--- src/rtl/int_ctrl.sv ---
// Memory-mapped interrupt controller: per-source mask, edge/level mode, pending latch, registered HWInt.
// Optional input synchronizer enabled by defining INT_CTRL_SYNC_EN.
module int_ctrl #(
    parameter int NSRC        = 6,
    parameter int SYNC_STAGES = 2
) (
    input  logic            clk,
    input  logic            reset,
    input  logic [NSRC-1:0] irq_src,
    input  logic [31:2]     Addr,
    input  logic [31:0]     Din,
    input  logic            WE,
    output logic [31:0]     Dout,
    output logic [5:0]      HWInt
);

    typedef enum logic [1:0] {
        REG_MASK = 2'd0,
        REG_MODE = 2'd1,
        REG_PEND = 2'd2,
        REG_TOP  = 2'd3
    } regSel_t;

    regSel_t         regSel;
    logic [NSRC-1:0] srcSync;
    logic [NSRC-1:0] prevQ;
    logic [NSRC-1:0] maskQ, maskD;
    logic [NSRC-1:0] modeQ, modeD;
    logic [NSRC-1:0] pendQ, pendD;
    logic [NSRC-1:0] rise, w1c, active;
    logic [5:0]      hwIntQ, hwIntD;
    logic            topValid;
    logic [4:0]      topIdx;
    logic            unusedBits;

    assign regSel     = regSel_t'(Addr[3:2]);
    assign unusedBits = ^{Addr[31:4], Din[31:NSRC]};

`ifdef INT_CTRL_SYNC_EN
    logic [SYNC_STAGES-1:0][NSRC-1:0] syncQ;

    always_ff @(posedge clk or negedge reset) begin
        if (!reset) begin
            syncQ <= '0;
        end else begin
            syncQ <= {syncQ[SYNC_STAGES-2:0], irq_src};
        end
    end

    assign srcSync = syncQ[SYNC_STAGES-1];
`else
    localparam int unusedSyncStages = SYNC_STAGES;

    assign srcSync = irq_src;
`endif

    // A bit switching level->edge starts cleared; edge->level follows the source right away.
    always_comb begin
        maskD = maskQ;
        modeD = modeQ;
        if (WE && regSel == REG_MASK) maskD = Din[NSRC-1:0];
        if (WE && regSel == REG_MODE) modeD = Din[NSRC-1:0];
        w1c    = (WE && regSel == REG_PEND) ? (Din[NSRC-1:0] & modeQ) : '0;
        rise   = srcSync & ~prevQ;
        pendD  = (~modeD & srcSync) | (modeD & modeQ & (rise | (pendQ & ~w1c)));
        active = pendQ & maskQ;
        hwIntD = '0;
        hwIntD[NSRC-1:0] = active;
    end

    always_ff @(posedge clk or negedge reset) begin
        if (!reset) begin
            prevQ  <= '0;
            maskQ  <= '0;
            modeQ  <= '0;
            pendQ  <= '0;
            hwIntQ <= '0;
        end else begin
            prevQ  <= srcSync;
            maskQ  <= maskD;
            modeQ  <= modeD;
            pendQ  <= pendD;
            hwIntQ <= hwIntD;
        end
    end

    assign HWInt = hwIntQ;

    // Scan downward so the lowest active index is the one left standing.
    always_comb begin
        topValid = 1'b0;
        topIdx   = '0;
        for (int i = NSRC - 1; i >= 0; i--) begin
            if (active[i]) begin
                topValid = 1'b1;
                topIdx   = 5'(i);
            end
        end
    end

    always_comb begin
        Dout = '0;
        case (regSel)
            REG_MASK: Dout[NSRC-1:0] = maskQ;
            REG_MODE: Dout[NSRC-1:0] = modeQ;
            REG_PEND: Dout[NSRC-1:0] = pendQ;
            REG_TOP:  Dout = {topValid, 26'b0, topIdx};
            default:  Dout = '0;
        endcase
    end

endmodule

--- config.mk ---
export PLATFORM = sky130hd
export DESIGN_NAME = int_ctrl
export DESIGN_NICKNAME = d
export VERILOG_FILES = /design/src/rtl/int_ctrl.sv
export SDC_FILE = /design/constraint.sdc
export NUM_CORES = 1
export LEC_CHECK = 0
export CAP_MARGIN = 0
export CORE_ASPECT_RATIO = 0.75
export CORE_UTILIZATION = 37
export CTS_BUF_LIST = sky130_fd_sc_hd__clkbuf_4
export DETAILED_ROUTE_END_ITERATION = 7
export GPL_TIMING_DRIVEN = 0
export PLACE_DENSITY_LB_ADDON = 0.12
export SETUP_SLACK_MARGIN = 0.5
export SYNTH_ARGS = -nofsm -noshare
export SYNTH_HDL_FRONTEND = slang
export SYNTH_SLANG_ARGS = --single-unit
--- constraint.sdc ---
create_clock -name clk -period 2.1 [get_ports clk]
set_clock_uncertainty 0.1 [all_clocks]
set_input_delay 0.42 -clock clk [delete_from_list [all_inputs] [get_ports clk]]
set_output_delay 0.42 -clock clk [all_outputs]
set_load 0.02 [all_outputs]
# Yosys cells after proc, flatten, opt, wreduce, memory -nomap -nowiden
# Cells that the tools add are included.
[word_totals] input_bits=71 output_inout_bits=38 elab_cells=40 ff_bits=30
[op_classes] bitwise=12 muxes=16 n_reduce_logical=4 n_eq_ne=3
[op_table] op="6-bit AND" count=7
[op_table] op="26-bit two-way mux" count=1
[op_table] op="5-bit two-way mux" count=5
[op_table] op="6-bit one-hot mux with 4 select lines" count=1
[op_table] op="6-bit inverter" count=3
[op_table] op="6-bit two-way mux" count=2
[op_table] op="6-bit OR" count=2
[op_table] op="1-bit two-way mux" count=6
[op_table] op="2-bit equality test, second input constant" count=2
[op_table] op="1-bit logical AND" count=3
[op_table] op="3-bit two-way mux" count=1
[op_table] op="2-bit by 1-bit equality test with 1-bit output, second input constant" count=1
[op_table] op="2-bit zero test" count=1

# Longest topological paths before layout
[logic_depth] word_depth=8 ltp_mapped=5 ltp_nobuf=4

# Worst setup path before layout
# Ideal clock, no wire load.
[synth_path] path_type="flip-flop to output port" from="reg pendQ[0]" to="out Dout[0]" n_path_buf=1 t_required_ns=1.580 path_slack_ns=0.353 t_arrival_ns=1.227 path_stages_with_launch=6 path_cell_list="dfrtp_1 -> and2_1 -> clkbuf_1 -> nor3_1 -> o21ai_0 -> a21oi_1"
[synth_via] elab_chain_len=3
[synth_rtl] element="start, declared" line="29" rtl="logic [NSRC-1:0] pendQ, pendD;"
[synth_rtl] element="start signal, assigned" line="82" rtl="pendQ <= pendD;"
[synth_rtl] element="6-bit AND" line="66" rtl="active = pendQ & maskQ;"
[synth_rtl] element="named net active[0]" line="30" rtl="logic [NSRC-1:0] rise, w1c, active;"
[synth_rtl] element="5-bit two-way mux" line="94" rtl="if (active[i]) begin"
[synth_rtl] element="6-bit one-hot mux with 4 select lines" line="103" rtl="case (regSel)"
[synth_rtl] element="end, declared" line="13" rtl="output logic [31:0] Dout,"
# The timed path passes the listed nets, and every way through them passes these cells.

# Worst setup path in the final report
[layout_path] from="reg maskQ[1]" to="out Dout[2]"
[layout_via] elab_chain_len=4
[layout_rtl] element="start, declared" line="27" rtl="logic [NSRC-1:0] maskQ, maskD;"
[layout_rtl] element="start signal, assigned" line="80" rtl="maskQ <= maskD;"
[layout_rtl] element="6-bit AND" line="66"
[layout_rtl] element="named net active[1]" line="30"
[layout_rtl] element="5-bit two-way mux (2 in series)" line="94"
[layout_rtl] element="6-bit one-hot mux with 4 select lines" line="103"
# The timed path passes the listed nets, and every way through them passes these cells.

==> flow_summary.json <==
{
  "outcome": "finished, violations left",
  "violations": "setup timing",
  "htreeDepth": 2,
  "p_leak_nw": 1.152,
  "dp_cells": 266,
  "ys_ff_latch": 30,
  "required_ps": 1580,
  "tritoncts": "built",
  "cts.reportedPaths.clkPinSlew_ps": 90,
  "end_kind": "primary output",
  "fp.dieH_um": 59.40,
  "grt_pass1_vias": 1275,
  "routed_wl_um": 3830,
  "syn_to_final_growth_pct": 45.19,
  "place_hpwl_um": 2511,
  "clock_latency_ps": 330,
  "period_share_pct": 101.5,
  "slew_viol_final": 0,
  "synth_area_leaders": "dfrtp_1, buf_4, mux2_2",
  "die_area_um2": 4665,
  "antenna_cells": 0,
  "initial_core_util_pct": 39.36,
  "wire_per_inst_um": 13.21,
  "hold_buffers": 0,
  "routed-via-count": 1328,
  "grt_antenna_before_repair": 0,
  "coreArea_um2": 4129,
  "arrival_ps": 1610,
  "cts.path.max_buffers": 2,
  "drtIter0Drc": 68,
  "synthCells": 158,
  "portBuffers": 29,
  "slew_headroom_pct": 55.97,
  "layout-drive-gt1-share_pct": 42.55,
  "grtUsageTotal_pct": 18.55,
  "max_freq_ghz": 0.4693,
  "die_w_um": 78.53,
  "grt_max_degree": 31,
  "yosysSeqAreaShare_pct": 46.19,
  "cp_max_fo": 5,
  "place.gp.congestion": 0.8353,
  "cts.sinks": 30,
  "fin_cells": 290,
  "grt_pass1_wl_um": 6292,
  "via_per_inst": 4.579,
  "setup_viol": 2,
  "yosysTopAreaCell": "dfrtp_1",
  "maxCapViolCount": 0,
  "holdCritPathClass": "in -> async",
  "globalRouteOverflowTotal": 0,
  "rsz0062_at_grt": "true",
  "ios": 109,
  "synth_cell_types": 31,
  "finalHoldViolCount": 0,
  "power_density_nw_per_um2": 740.4,
  "critPathKind": "reg -> out",
  "dr.pass1.iters": 4,
  "tightest_slew_ps": 660.4,
  "worst_slack_ps": -30.86,
  "ir_worst_vdd_uv": 326.2,
  "cts-root-buf": "clkbuf_4",
  "drcViolationCount": 0,
  "cp-start-kind": "flip-flop",
  "syn_avg_cell_area_um2": 10.29,
  "fin_crit_ps": 2131,
  "post-route-util_pct": 57.15,
  "cts_made_buffers": 5,
  "yosysWarnings": 0,
  "antenna_left": 0,
  "rows": 20,
  "yosysTopAreaCellShare_pct": 46.19,
  "syn_area_um2": 1625,
  "nets": 307
}
[Yosys cell counts]
library cell	instances
a31oi_1	3
o21ai_0	6
o22ai_1	2
o32a_1	2
nand3_1	6
nand3b_1	4
nor4_1	1
mux2_2	12
o221ai_2	4
nor3_1	2
and4bb_2	1
a221oi_1	1
mux2i_1	3
nor2b_1	3
nor2_1	4
nand3b_2	1
buf_6	1
nor3b_2	1
and2b_1	1
dfrtp_1	30
nand2_1	17
nand4_1	4
clkbuf_1	3
a21oi_1	3
and2_0	1
buf_4	25
and2_1	4
buf_2	1
conb_1	1
inv_1	9
a2bb2oi_1	2
[power by group]
group	switching, mW	internal [mW]	total (mW)
combinational	0.340	0.349	0.689
sequential	0.0765	0.682	0.759
clock	0.186	0.114	0.300
[layout by cell type, fill, tap and decap left out, drive strengths merged, types with 2 or more instances in the layout]
| cell type | netlist | final |
|---|---|---|
| a21oi | 3 | 3 |
| a2bb2oi | 2 | 2 |
| a31oi | 3 | 3 |
| and2 | 5 | 5 |
| buf | 27 | 58 |
| clkbuf | 3 | 5 |
| clkdlybuf4s50 | 0 | 13 |
| conb | 1 | 25 |
| dfrtp | 30 | 30 |
| dlygate4sd2 | 0 | 6 |
| inv | 9 | 9 |
| mux2 | 12 | 12 |
| mux2i | 3 | 3 |
| nand2 | 17 | 17 |
| nand3 | 6 | 6 |
| nand3b | 5 | 5 |
| nand4 | 4 | 4 |
| nor2 | 4 | 4 |
| nor2b | 3 | 3 |
| nor3 | 2 | 2 |
| o21ai | 6 | 6 |
| o221ai | 4 | 4 |
| o22ai | 2 | 2 |
| o32a | 2 | 2 |
[routing by layer]
layer / vias to the layer above / routed length, um / GRT usage (%)
met5: - / 0 / 0
met4: 0 / 50 / 7.672
met3: 7 / 317 / 5.538
met2: 57 / 1828 / 30.81
met1: 606 / 1633 / 22.76
li1: 658 / - / -
[repair_timing]
action / in CTS / in global routing
gates resized for setup: 79 / 10
endpoints found under the setup margin: 55 / 18
cloned: 0 / 0
pin swaps: 12 / 7
buffers inserted: 14 / 4
[critical path, cell delays in order (launching register included)]
cell and delay (ps):
dfrtp_1 390, and2_1 160, buf_4 150, and4bb_2 300, o32a_1 160, buf_6 120
[metrics by stage]
stage               power, mW  setup slack, ps  hold slack [ps]  instance area [um^2]  setup TNS (ps)
finish                  1.747           -30.86            17.67                  2360          -54.55
global placement        1.333           -845.2            347.6                  2091           -5653
detailed placement      1.353           -882.4            355.4                  2091           -7836
CTS                     1.711           -65.31            372.4                  2317          -160.7
floorplan               1.135            388.1            24.41                  1732               0
global route            1.846           -113.1            62.39                  2360          -240.4
[state kept, by name (all words and copies together) (netlist names)]
register  cells
prevQ         6
modeQ         6
HWInt         6
pendQ         6
maskQ         6
[layout make-up]
class	instances	area [um^2]
inverters	9	33.78
clock inverters	1	3.754
well taps	55	68.82
repair buffers	47	442.9
plain buffers	30	237.7
fillers	387	1769
multi-input cells	113	784.5
flip-flops and latches	30	750.7
clock buffers	5	37.54
[kinds of logic (layout without fill, tap and decap cells)]
group,Yosys count,in the layout,share of synthesized area [%]
and+or+nand+nor,50,50,16.86
buffers and inverters,39,92,15.32
DFF,30,30,46.19
AOI/OAI and AO/OA,23,23,11.24
muxes,15,15,10.16
other,1,25,0.2307
[worst paths after layout]
check,startpoint,endpoint,slack (ps),cells after the start
setup / recovery,maskQ[1]$_DFFE_PN0P_,Dout[2],-30,5
hold / removal,reset,pendQ[5]$_DFF_PN0_,20,1
setup reg to reg,modeQ[5]$_DFF_PN0_,pendQ[5]$_DFF_PN0_,990,4
hold reg to reg,prevQ[3]$_DFF_PN0_,pendQ[3]$_DFF_PN0_,370,1
max in group asynchronous,reset,HWInt[1]$_DFF_PN0_,1460,1
min in group clk,prevQ[3]$_DFF_PN0_,pendQ[3]$_DFF_PN0_,370,1
(Power assumes the default switching activity.)
